[src/rtl/nn_pkg.sv]
// Shared definitions for the neuron datapath: default word widths and the
// parameter-fetch state encoding.
package nn_pkg;

   localparam int DATA_W_DEF = 16;
   localparam int ADDR_W_DEF = 16;

   typedef enum logic [2:0] {
      ADDR_IDX = 3'd0,
      READ_IDX = 3'd1,
      ADDR_IN  = 3'd2,
      READ_IN  = 3'd3,
      LOAD     = 3'd4,
      VALID    = 3'd5,
      DONE     = 3'd6
   } fetch_state_t;

endpackage

[src/rtl/param_fetch_stage.sv]
// Parameter-fetch stage: walks a neuron's connection list and hands one
// (input, weight) pair at a time to the MAC stage over a ready/valid handshake.
module param_fetch_stage
   import nn_pkg::*;
#(
   parameter int DATA_W = DATA_W_DEF,
   parameter int ADDR_W = ADDR_W_DEF
) (
   input  logic              clk,
   input  logic              rst,
   input  logic              readyNextParam,
   input  logic [ADDR_W-1:0] numInputs,
   input  logic [DATA_W-1:0] weightVal,
   input  logic [DATA_W-1:0] indexVal,
   input  logic [DATA_W-1:0] inputVal,
   output logic [ADDR_W-1:0] weightAddr,
   output logic [ADDR_W-1:0] indexAddr,
   output logic [ADDR_W-1:0] inputAddr,
   output logic [DATA_W-1:0] neuronInput,
   output logic [DATA_W-1:0] neuronWeight,
   output logic              paramsReady
);

   fetch_state_t      state_reg, state_next;
   logic [ADDR_W-1:0] ptr_reg, ptr_next;
   logic [ADDR_W-1:0] input_addr_reg, input_addr_next;
   logic [DATA_W-1:0] neuron_input_reg, neuron_input_next;
   logic [DATA_W-1:0] neuron_weight_reg, neuron_weight_next;
   logic [DATA_W-1:0] wreg_reg, wreg_next;
   logic              params_ready_reg, params_ready_next;
   logic [ADDR_W-1:0] index_as_addr;

   // The index word is used unmodified as an address; only width adaptation.
   generate
      if (DATA_W >= ADDR_W) begin : g_idx_trunc
         assign index_as_addr = indexVal[ADDR_W-1:0];
      end else begin : g_idx_zext
         assign index_as_addr = {{(ADDR_W-DATA_W){1'b0}}, indexVal};
      end
   endgenerate

   always_ff @(posedge clk) begin
      if (!rst) begin
         state_reg         <= ADDR_IDX;
         ptr_reg           <= '0;
         input_addr_reg    <= '0;
         neuron_input_reg  <= '0;
         neuron_weight_reg <= '0;
         wreg_reg          <= '0;
         params_ready_reg  <= 1'b0;
      end else begin
         state_reg         <= state_next;
         ptr_reg           <= ptr_next;
         input_addr_reg    <= input_addr_next;
         neuron_input_reg  <= neuron_input_next;
         neuron_weight_reg <= neuron_weight_next;
         wreg_reg          <= wreg_next;
         params_ready_reg  <= params_ready_next;
      end
   end

   // Each memory access takes two states: one to settle the address, one
   // for the synchronous read, after which the data is captured.
   always_comb begin
      state_next         = state_reg;
      ptr_next           = ptr_reg;
      input_addr_next    = input_addr_reg;
      neuron_input_next  = neuron_input_reg;
      neuron_weight_next = neuron_weight_reg;
      wreg_next          = wreg_reg;
      params_ready_next  = params_ready_reg;

      case (state_reg)
         ADDR_IDX: begin
            if (ptr_reg == numInputs) begin
               state_next = DONE;
            end else begin
               state_next = READ_IDX;
            end
         end
         READ_IDX: begin
            state_next = ADDR_IN;
         end
         ADDR_IN: begin
            wreg_next       = weightVal;
            input_addr_next = index_as_addr;
            state_next      = READ_IN;
         end
         READ_IN: begin
            state_next = LOAD;
         end
         LOAD: begin
            neuron_input_next  = inputVal;
            neuron_weight_next = wreg_reg;
            params_ready_next  = 1'b1;
            ptr_next           = ptr_reg + ADDR_W'(1);
            state_next         = VALID;
         end
         VALID: begin
            if (readyNextParam) begin
               params_ready_next = 1'b0;
               state_next        = ADDR_IDX;
            end
         end
         DONE: begin
            params_ready_next = 1'b0;
         end
         default: begin
            state_next = ADDR_IDX;
         end
      endcase
   end

   assign weightAddr   = ptr_reg;
   assign indexAddr    = ptr_reg;
   assign inputAddr    = input_addr_reg;
   assign neuronInput  = neuron_input_reg;
   assign neuronWeight = neuron_weight_reg;
   assign paramsReady  = params_ready_reg;

endmodule

[config.mk]
export PLATFORM = sky130hd
export DESIGN_NAME = param_fetch_stage
export DESIGN_NICKNAME = d
export VERILOG_FILES = /design/src/rtl/nn_pkg.sv /design/src/rtl/param_fetch_stage.sv
export SDC_FILE = /design/constraint.sdc
export NUM_CORES = 1
export LEC_CHECK = 0
export ABC_CLOCK_PERIOD_IN_PS = 1700
export BUFFER_PORTS_ARGS = -buffer_cell sky130_fd_sc_hd__clkbuf_2
export CORE_AREA = 4 4 98 100
export DETAILED_ROUTE_END_ITERATION = 7
export DIE_AREA = 0 0 102 104
export MAX_ROUTING_LAYER = met4
export PLACE_DENSITY = 0.71
export SYNTH_ARGS = -nofsm -noshare
export SYNTH_HDL_FRONTEND = slang
export SYNTH_SLANG_ARGS = --single-unit
[constraint.sdc]
create_clock -name clk -period 1.7 [get_ports clk]
set_input_delay 0.17 -clock clk [delete_from_list [all_inputs] [get_ports clk]]
set_output_delay 0.17 -clock clk [all_outputs]
set_load 0.01 [all_outputs]
Word-level counts from Yosys, hierarchy flattened
Index checks and enable logic that the tools add are counted.

Register bits after elaboration: 84. Input port bits: 67. Output and inout bits: 81. Logic and storage cells: 26.

Add/sub/neg operators: 1. Equal/unequal tests: 8. Mux-type cells: 5. Bitwise logic cells: 1. Reduce and logical (&&, ||, !) cells: 4.

Operators with widths (number): $pmux W3 S7 (1); $add A16 B1 Y16 const B (1); $eq A16 B16 Y1 (1); $eq A3 B3 Y1 const B (3); $eq A3 B2 Y1 const B (2); $mux W3 (2); $reduce_and A2 Y1 (2); $eq A3 B1 Y1 const B (1); $logic_not A3 Y1 (1); $pmux W1 S3 (1); $reduce_bool A3 Y1 (1); $ne A2 B2 Y1 const B (1); $mux W1 (1); $not A1 Y1 (1).

Longest topological paths before layout
Depth in word-level cells: 3. Gate-level depth with buffers: 7. Mapped depth without buffers: 5.

Worst setup path after synthesis
No wires, ideal clock.

Path kind: register -> register. Start: register ptr_reg[0], in the netlist indexAddr[0]. End: register ptr_reg[14], in the netlist indexAddr[14]. Setup time: 70 ps. Arrival time: 1720 ps. Required time: 1630 ps. Slack: -90 ps. Stages on the path, launching flop included: 6. Buffers on the path: 0. Period minus slack after synthesis: 1790 ps. Cells stage by stage: dfxtp_1 > ha_1 > inv_1 > or4_4 > or3_1 > a21oi_1.

Longest elaborated chain between the ends: 1.

Ends and longest elaborated chain: from (decl) (line param_fetch_stage.sv:25) `logic [ADDR_W-1:0] ptr_reg, ptr_next;`; from (signal assigned) (line param_fetch_stage.sv:53) `ptr_reg <= ptr_next;`; $add A16 B1 Y16 (line param_fetch_stage.sv:96) `ptr_next = ptr_reg + ADDR_W'(1);`.

No other way between the ends. A chain may end at the register's enable or synchronous reset.

Worst setup path in the final report
Start: register state_reg[1]. End: register ptr_reg[15], in the netlist indexAddr[15].

Longest elaborated chain between the ends: 1.

Ends and longest elaborated chain: from (decl) (line param_fetch_stage.sv:24) `fetch_state_t state_reg, state_next;`; from (signal assigned) (line param_fetch_stage.sv:52) `state_reg <= state_next;`; $eq A3 B3 Y1 (line param_fetch_stage.sv:73) `case (state_reg)`.

No other way between the ends.

==> summary.txt <==
Power and ir drop
  • Power per standard cell area: 897 nW/um^2
  • Switching portion of total power: 0.229
  • Seq pwr share: 0.502
  • Net Sw Power: 0.000939 W
  • Max VDD drop: 356 uV
  • Clock network power share: 0.399
  • Leakage power: 2.02 nW
  • Cell Int Power: 0.00317 W
  • Combinational group share of total power: 0.100

Global route
  • Pin count of the biggest net entering global routing: 50
  • Total grt overflow: 0
  • Global Route Usage Sum: 0.165
  • First-pass GRT wire length: 14.1 mm
  • Number of global-route vias before repair: 3061
  • Initial antenna violation count: 0

Timing
  • Worst-Margin Slew: around 0.34 ns
  • Setup TNS: 0 ns
  • Endpoints failing setup: 0
  • Final Skew: 0.0113 ns
  • Fin worst setup slack: 0.0609 ns
  • Min Clock Period, post-route: roughly 1.6 ns
  • Period utilization: 0.964
  • Slew HR: 0.772
  • Fin. max-slew vios: 0
  • Fmax: slightly above 0.6 GHz
  • Final hold vios: 0

Synthesis
  • Yosys reg bits: 84
  • Asr flop ratio synth: 0
  • Ranking of synthesized cells by area: dfxtp_1, nand2_1, a21oi_1
  • Synth Instances: 428
  • Synth area leader: dfxtp_1
  • Syn Nets: about 500
  • Post-Syn Area: 3430 sq um
  • Most numerous cell in the Yosys netlist: nand2_1
  • Syn. warnings: 0
  • Post-synth EDFFs: 0
  • Register area share after synthesis: 0.490
  • Post-synth cell types: 34
  • Commonest cells in the netlist: nand2_1, dfxtp_1, a21oi_1, clkbuf_1, xor2_1
  • Predominant post-synthesis flop cell: dfxtp_1
  • Synth Area per Inst: 8.01 sq um
  • Share of the synthesized area in the top cell type: 0.490

Setup path
  • Path depth of the worst reg2reg path: 4
  • Critical path class: reg2reg
  • Worst setup SP type: flop
  • Reg-to-Reg Start: state_reg[1]
  • Buffers & Inverters on Critical Path: 0
  • Worst flop-to-flop path endpoint: indexAddr[15]
  • Cell Chain, Critical Path: nand4bb_4, or4_4, or3_1, a21oi_1
  • CP top delay family: simple AND/OR/NAND/NOR gates
  • Worst setup EP type: flop
  • Critical path's largest stage delay: 0.52 ns
  • R2r setup slk: 0.06 ns
  • Critical path peak fanout: 4
  • Worst path slowest cell: or4_4
  • Arr. time, crit path: between 1.5 and 2 ns
  • Crit path required time: just under 2 ns

Clock network
  • Num CTS Buffers: 9
  • Clk_lat worst skew: ~0.34 ns
  • CTS tree: done
  • H-tree depth: 3
  • CTS sink count: 84
  • CTS clk-pin slew, worst paths: 0.09 ns
  • Bufs on Longest Clock Path: 2
  • CTS root buf: clkbuf_8
  • Hold-fix buffers, CTS: 0

Floorplan
  • Num rows: 34
  • Die Ht: 104 um
  • Initial core utilization: 0.395
  • Die W: between 100 and 150 um
  • Die area: around 11000 sq um
  • Core outline area: 8680 sq um
  • Io pins: 148

Placed design
  • Cells after DPL: 670
  • HPWL reported at the end of detailed placement: 6.57 mm
  • Number of I/O port buffers: 147
  • Placed Area: about 4300 sq um
  • GPL Wtd Cong: 0.881
  • DP Worst Slack: 0.0566 ns

Worst hold path
  • Hold crit path type: in2reg
  • Hold path endpoint: neuronInput[4]
  • Min-Delay Startpoint: inputVal[4]
  • Hold path depth: 3

Layout
  • Fraction of layout cells with a size suffix above 1: 0.357
  • Final non-filler cell total: between 600 and 700
  • Area grow syn2layout: 33.5%
  • Fin area: 4580 sq um
  • Fin nets: approximately 640
  • Antenna diodes: 0
  • FILL cells: 847

Route
  • WL/cell: between 10 and 15 um
  • Vias per cell: 4.76
  • Initial DRT Pass Iterations: 4
  • Initial DRC count: 77
  • Post-route ant nets: 0
  • Wl on met1: 3.92 mm
  • DR WL met3: 498 um
  • DRC: 0
  • Routed wl met2: 4.19 mm
  • Routed wire length: 8.73 mm
  • Vias: 3263
  • Max layer used: met4

Run
  • Max-capacitance violation count: 0

Status
  • Status: complete, no violations
==> repair_timing <==
item / CTS / global route
buffers inserted: 0 / 1
endpoints found under the setup margin: 0 / 2
gates resized for setup: 0 / 1
==> layout make-up <==
class,count,area [sq um],share of cell area
Multi-Input combinational cell,297,1510,0.330
Clock buffer,9,124,0.0271
Sequential cell,84,1690,0.369
Timing Repair Buffer,176,991,0.217
Clock inverter,5,103,0.0224
Tap cell,108,135,0.0295
Inverter,6,22.5,0.00492
==> stage by stage <==
| step | power (W) | hold slack [ns] | utilization |
|---|---|---|---|
| final | 0.00411 | 0.0370 | 0.527 |
| after CTS | 0.00416 | 0.0197 | 0.526 |
| after detailed placement | 0.00252 | 0.398 | 0.500 |
| after floorplan | 0.00232 | 0.298 | - |
| after global placement | 0.00251 | 0.393 | 0.500 |
| after global routing | 0.00428 | 0.0340 | 0.527 |
==> power by group through the flow <==
stage          clock network [W]  registers [W]  logic, W
2_1_floorplan                  0        0.00212  0.000200
3_3_place_gp                   0        0.00210  0.000408
3_5_place_dp                   0        0.00211  0.000415
4_1_cts                  0.00168        0.00206  0.000417
5_1_grt                  0.00175        0.00207  0.000460
6_report                 0.00164        0.00206  0.000409
==> cell families (layout without fill, tap and decap cells) <==
family / after synthesis / count (layout) / synth area share
AO/OA/AOI/OAI: 83 / 83 / 0.126
AND/OR/NAND/NOR: 187 / 187 / 0.242
flip-flops: 84 / 84 / 0.490
XOR/XNOR: 26 / 26 / 0.0664
adder cells (fa/ha/maj): 1 / 1 / 0.00365
buffers and inverters: 47 / 196 / 0.0715
==> cells in the final DEF (no fill, tap or decap), drive strengths merged <==
cell type and instances:
clkbuf 156, nand2 140, dfxtp 84, a21oi 73
buf 29, xor2 20, nor2 14, nand3 6
o21ai 6, xnor2 6, inv 6, nor4 5
or3 3, nor3 3, bufinv 3, or4 3
nand2b 2, and3 2, nand4b 2, nand4 2
and2 1, nor3b 1, a221oi 1, o31a 1
nand4bb 1, o211a 1, o32ai 1, nor2b 1
and4bb 1, ha 1, clkinvlp 1, clkinv 1
==> worst max-delay path by stage <==
| stage | startpoint | endpoint | cells after the start |
|---|---|---|---|
| after floorplan | indexAddr[0] | indexAddr[14] | 5 |
| after global placement | state_reg[1] | indexAddr[14] | 4 |
| after detailed placement | indexAddr[0] | indexAddr[12] | 5 |
| after CTS | indexAddr[0] | indexAddr[12] | 5 |
| after global routing | state_reg[1] | indexAddr[12] | 4 |
| final | state_reg[1] | indexAddr[15] | 4 |
==> routing by layer <==
metal / vias to the layer above / GRT usage
met2: 87 / 0.272
met4: 0 / 0.0637
met3: 11 / 0.0268
li1: 1675 / -
met1: 1490 / 0.201
met5: - / -
==> worst min-delay path, cell delays in order <==
cell	delay (ns)
clkbuf_2	0.08
nand2_1	0.04
a21oi_1	0.05
Power figures use the tool's default switching activity.
